<file path="config.mk">
export PLATFORM = sky130hd
export DESIGN_NAME = text_renderer
export DESIGN_NICKNAME = d
export VERILOG_FILES = /design/src/rtl/text_renderer.sv
export SDC_FILE = /design/constraint.sdc
export NUM_CORES = 1
export LEC_CHECK = 0
export ABC_AREA = 0
export CORE_MARGIN = 2
export CORE_UTILIZATION = 50
export DETAILED_ROUTE_END_ITERATION = 16
export DONT_BUFFER_PORTS = 1
export GPL_TIMING_DRIVEN = 0
export PLACE_DENSITY = 0.73
export SYNTH_ARGS = -nofsm -noshare
export SYNTH_HDL_FRONTEND = slang
export SYNTH_SLANG_ARGS = --single-unit
</file>
<file path="constraint.sdc">
create_clock -name clk -period 2.9 [get_ports clk]
set_input_delay 0.58 -clock clk [delete_from_list [all_inputs] [get_ports clk]]
set_output_delay 0.58 -clock clk [all_outputs]
set_load 0.01 [all_outputs]
</file>
<file path="src/rtl/text_renderer.sv">
// Character-cell text renderer: pixel coords -> text buffer -> font ROM -> RGB, 3-cycle pipeline.
// Optional blinking underline cursor is built when TEXT_RENDERER_CURSOR_EN is defined.
module text_renderer #(
  parameter int                   H_CHARS    = 80,
  parameter int                   V_CHARS    = 30,
  parameter int                   ADDR_W     = 12,
  parameter int                   COLOR_W    = 4,
  parameter logic [3*COLOR_W-1:0] FG_COLOR   = 12'hFFF,
  parameter logic [3*COLOR_W-1:0] BG_COLOR   = 12'h000,
  parameter int                   BLINK_LOG2 = 5
) (
  input  logic               clk,
  input  logic               rst_n,
  input  logic [9:0]         pixel_x,
  input  logic [9:0]         pixel_y,
  input  logic               video_on_in,
  input  logic               hsync_in,
  input  logic               vsync_in,
  output logic [ADDR_W-1:0]  char_addr,
  input  logic [7:0]         char_code,
  output logic [10:0]        font_addr,
  input  logic [7:0]         font_data,
  input  logic [6:0]         cursor_col,
  input  logic [4:0]         cursor_row,
  output logic [COLOR_W-1:0] red,
  output logic [COLOR_W-1:0] green,
  output logic [COLOR_W-1:0] blue,
  output logic               hsync_out,
  output logic               vsync_out,
  output logic               de_out
);

  typedef struct packed {
    logic [3:0] grow;
    logic [2:0] bx;
    logic       vo;
    logic       hs;
    logic       vs;
    logic       area;
  } s1_t;

  typedef struct packed {
    logic [2:0] bx;
    logic       vo;
    logic       hs;
    logic       vs;
    logic       area;
    logic       inv;
  } s2_t;

  // Syncs idle high through the pipe so reset release never emits a false sync pulse.
  localparam s1_t S1_RST = '{grow: 4'd0, bx: 3'd0, vo: 1'b0, hs: 1'b1, vs: 1'b1, area: 1'b0};
  localparam s2_t S2_RST = '{bx: 3'd0, vo: 1'b0, hs: 1'b1, vs: 1'b1, area: 1'b0, inv: 1'b0};

  logic [6:0]           col;
  logic [5:0]           row;
  s1_t                  s1_d, s1_q;
  s2_t                  s2_d, s2_q;
  logic                 pix, fg_sel, cur_hit;
  logic [3*COLOR_W-1:0] rgb_d, rgb_q;
  logic                 hs_q, vs_q, de_q;

  // Stage 0: cell address
  assign col       = pixel_x[9:3];
  assign row       = pixel_y[9:4];
  assign char_addr = ADDR_W'(row) * ADDR_W'(H_CHARS) + ADDR_W'(col);

  always_comb begin
    s1_d      = S1_RST;
    s1_d.grow = pixel_y[3:0];
    s1_d.bx   = pixel_x[2:0];
    s1_d.vo   = video_on_in;
    s1_d.hs   = hsync_in;
    s1_d.vs   = vsync_in;
    s1_d.area = (32'(col) < H_CHARS) && (32'(row) < V_CHARS);
  end

  // Stage 1: glyph row fetch
  assign font_addr = {char_code[6:0], s1_q.grow};

  always_comb begin
    s2_d      = S2_RST;
    s2_d.bx   = s1_q.bx;
    s2_d.vo   = s1_q.vo;
    s2_d.hs   = s1_q.hs;
    s2_d.vs   = s1_q.vs;
    s2_d.area = s1_q.area;
    s2_d.inv  = char_code[7];
  end

`ifdef TEXT_RENDERER_CURSOR_EN
  logic [BLINK_LOG2:0] frame_q;
  logic                vs_dly_q;
  logic [12:0]         cell1_q;   // {col, row}
  logic [16:0]         cell2_q;   // {col, row, glyph_row}

  always_ff @(posedge clk or negedge rst_n) begin
    if (!rst_n) begin
      frame_q  <= '0;
      vs_dly_q <= 1'b1;
      cell1_q  <= '0;
      cell2_q  <= '0;
    end else begin
      vs_dly_q <= vsync_in;
      if (vs_dly_q && !vsync_in) frame_q <= frame_q + (BLINK_LOG2+1)'(1);
      cell1_q  <= {col, row};
      cell2_q  <= {cell1_q, s1_q.grow};
    end
  end

  assign cur_hit = (cell2_q[16:10] == cursor_col) && (cell2_q[9:4] == {1'b0, cursor_row}) &&
                   ((cell2_q[3:0] == 4'd13) || (cell2_q[3:0] == 4'd14)) && frame_q[BLINK_LOG2];
`else
  logic unused_cursor;
  assign unused_cursor = ^{cursor_col, cursor_row};
  assign cur_hit       = 1'b0;
`endif

  // Stage 2: serialize; 7-bx == ~bx for a 3-bit index
  always_comb begin
    pix    = font_data[~s2_q.bx];
    fg_sel = (s2_q.area & (pix ^ s2_q.inv)) | cur_hit;
    rgb_d  = '0;
    if (s2_q.vo) rgb_d = fg_sel ? FG_COLOR : BG_COLOR;
  end

  always_ff @(posedge clk or negedge rst_n) begin
    if (!rst_n) begin
      s1_q  <= S1_RST;
      s2_q  <= S2_RST;
      rgb_q <= '0;
      hs_q  <= 1'b1;
      vs_q  <= 1'b1;
      de_q  <= 1'b0;
    end else begin
      s1_q  <= s1_d;
      s2_q  <= s2_d;
      rgb_q <= rgb_d;
      hs_q  <= s2_q.hs;
      vs_q  <= s2_q.vs;
      de_q  <= s2_q.vo;
    end
  end

  assign red       = rgb_q[3*COLOR_W-1:2*COLOR_W];
  assign green     = rgb_q[2*COLOR_W-1:COLOR_W];
  assign blue      = rgb_q[COLOR_W-1:0];
  assign hsync_out = hs_q;
  assign vsync_out = vs_q;
  assign de_out    = de_q;

endmodule

</file>
==> flow_metrics.env <==
export IMPL_status="finished clean"
export IMPL_synth_nets=165
export IMPL_wl_met1_um=569
export IMPL_post_dp_hpwl_um=1444
export IMPL_grt_max_degree=18
export IMPL_die_height_um=53.37
export IMPL_clk_latency_ns=0.30
export IMPL_core_area_um2=2255
export IMPL_crit_type="in2out"
export IMPL_hold_slack_ns=0.09769
export IMPL_hp_class="in2async"
export IMPL_ys_warn_count=0
export IMPL_layout_common_cells="buf_4 (27), dfrtp_1 (17), ha_1 (9), dfstp_2 (6)"
export IMPL_syn_avg_cell_area_um2=12.31
export IMPL_finalWirelength_um=1857
export IMPL_port_buffers=0
export IMPL_setup_violations=0
export IMPL_vdd_drop_max_v=0.0002331
export IMPL_root_buffer="clkbuf_4"
export IMPL_place_ws_ns=-0.04300
export IMPL_postPlaceCellArea_um2=1254
export IMPL_slew_headroom_pct=52.37
export IMPL_dieArea_um2=2848
export IMPL_routed_via_density=5.152
export IMPL_die_x_um=53.37
export IMPL_crit_path_start="pixel_y[4]"
export IMPL_cts_buffers=3
export IMPL_p_per_area_nw_per_um2=485.3
export IMPL_clock_sinks=23
export IMPL_synthMuxAreaShare_pct=5.133
export IMPL_cap_violations=0
export IMPL_period_share_pct=95.28
export IMPL_synth_area_um2=1219
export IMPL_cp_end_kind="output pin"
export IMPL_synth_compound_area_share_pct=3.696
export IMPL_period_needed_ns=2.763
export IMPL_ys_seq_area_share_pct=47.84
export IMPL_io_pins=91
export IMPL_cp_arrival_ns=2.18
export IMPL_post_cts_buffers=0
export IMPL_syn_to_final_growth_pct=12.22
export IMPL_worstPathRequired_ns=2.32
export IMPL_reg2regPathDepth=5
export IMPL_layout_cells_non_filler=132
export IMPL_crit_fanout=3
export IMPL_r2r_start="s2_q[6]$_DFF_PN0_"
export IMPL_drtIter0Drc=4
export IMPL_num_vias=680
export IMPL_place_inst=127
export IMPL_worstMarginPinSlew_ns=0.7122
export IMPL_place_gp_congestion=0.6666
export IMPL_cts_path_max_buffers=2
export IMPL_syn_inst=99
export IMPL_synth_distinct_cells=20
export IMPL_postRouteAntennaNets=0
export IMPL_drtPass1Iterations=3
export IMPL_p_clk_share_pct=20.8
export IMPL_final_net_count=171
export IMPL_synthSimpleGateAreaFrac_pct=5.339
export IMPL_p_int_mw=0.4776
export IMPL_synthAdderAreaFrac_pct=14.58
export IMPL_drcViolationCount=0
export IMPL_design_area_um2=1368
export IMPL_wl_met3_um=256
export IMPL_setup_ws_ns=0.1368
export IMPL_hold_violations=0
export IMPL_grt_antenna_before_repair=0
export IMPL_fin_skew_ns=0.007623
export IMPL_first_global_vias=649
export IMPL_cts_reportedPaths_clkPinSlew_ns=0.11
export IMPL_start_kind="input port"
export IMPL_antenna_cells=0
export IMPL_combinationalPowerShare_pct=26.7
export IMPL_grt_overflow=0
export IMPL_routedWlPerCell_um=14.07
export IMPL_synthXorXnorAreaFrac_pct=6.468
export IMPL_max_freq_ghz=0.3619
export IMPL_grt_first_pass_wirelength_um=2628
export IMPL_htreeDepth=1
export IMPL_top_layer="met4"
export IMPL_p_leak_nw=0.6539
export IMPL_dr_wl_met2_um=971
export IMPL_reg2reg_to="rgb_q[10]$_DFF_PN0_"
export IMPL_fin_util_pct=60.65
export IMPL_rsz0062_at_grt="false"
export IMPL_switchingPower_mw=0.1861
export IMPL_timing_critical_path_to="char_addr[11]"
export IMPL_power_frac_seq_pct=52.5
export IMPL_start_util_pct=54.05
export IMPL_grt_usage_pct=13.46
export IMPL_final_common_cell="buf_4"
export IMPL_synth_top_family_by_area="buffers and inverters"
export IMPL_maxSlewViolCount=0
export IMPL_r2r_setup_slack_ns=1.38
export IMPL_cts_tree="built"
export IMPL_ys_seq_elements=23
export IMPL_p_sw_share_pct=28.04
export IMPL_rows=17
export IMPL_drive_gt1_share_pct=43.27
[power groups by stage]
| stage | Sequential, mW | Combinational [mW] | Clock, mW |
|---|---|---|---|
| after floorplan | 0.353 | 0.133 | 0 |
| after detailed placement | 0.355 | 0.147 | 0 |
| final | 0.349 | 0.177 | 0.138 |
| after global routing | 0.351 | 0.196 | 0.156 |
| after CTS | 0.349 | 0.158 | 0.144 |
| after global placement | 0.354 | 0.145 | 0 |
[worst min path at each step]
stage	to	cells past startpoint	start
5_1_grt	vsync_out$_DFF_PN1_	0	rst_n
4_1_cts	vsync_out$_DFF_PN1_	0	rst_n
3_5_place_dp	s2_q[0]$_DFF_PN0_	0	rst_n
2_1_floorplan	de_out$_DFF_PN0_	0	rst_n
6_report	s1_q[1]$_DFF_PN1_	0	rst_n
3_3_place_gp	s2_q[0]$_DFF_PN0_	0	rst_n
[cells in the mapped netlist, drive strengths merged]
master,instances,area share [%]
ha,11,11
fa,2,3.3
nor4,1,0.51
and3,2,1.0
xnor2,4,2.9
nand2,2,0.62
mux2i,4,3.3
nor2,3,0.92
inv,1,0.31
a21o,2,1.2
nor2b,1,0.51
dfstp,6,13
nand4,1,0.51
nand3,3,1.2
xor2,5,3.6
o21ai,1,0.41
dfrtp,17,35
mux4,1,1.8
a21oi,5,2.1
buf,27,17
[metrics by stage]
stage | TNS, ns | total power, mW
6_report | 0 | 0.6637
4_1_cts | 0 | 0.6509
3_3_place_gp | -0.04007 | 0.4997
2_1_floorplan | 0 | 0.4862
3_5_place_dp | -0.04300 | 0.5023
5_1_grt | 0 | 0.7034
[layer usage]
layer,track usage (%),vias to the layer above
met2,25.10,51
met5,0,-
li1,-,315
met3,1.977,7
met1,13.50,307
met4,8.974,0
[layout make-up]
type,instances,area [um2]
sequential,23,583.1
fill,189,887.1
inverter,1,3.754
timing repair buffer,1,10.01
multi-input combinational,48,506.7
buffer,27,202.7
clock buffer,4,26.28
tap,28,35.03
[timing repair]
| action | in CTS | in global routing |
|---|---|---|
| endpoints found under the hold margin | 17 | 0 |
| hold buffers | 1 | 0 |
| endpoints found under the setup margin | 1 | 1 |
| cloned | 0 | 0 |
| pin swaps | 0 | 6 |
| gates resized for setup | 2 | 9 |
[cells by family after synthesis]
logic type      after synthesis
mux                           5
flops                        23
xor+xnor                      9
buf+inv                      28
fa+ha+maj                    13
simple gates                 13
compound gates                8
[sequential cells by signal, indices dropped and copies added, names as in the netlist]
signal and flops:
s2_q 8, s1_q 7, font_addr 4, de_out 1
hsync_out 1, rgb_q 1, vsync_out 1
[critical path, stage by stage]
cell and delay [ns]:
ha_1 0.21, ha_4 0.18, fa_2 0.40, xor2_4 0.20
nand3_2 0.11, nor4_4 0.33, xnor2_2 0.18
Power figures use the tool's default switching activity.
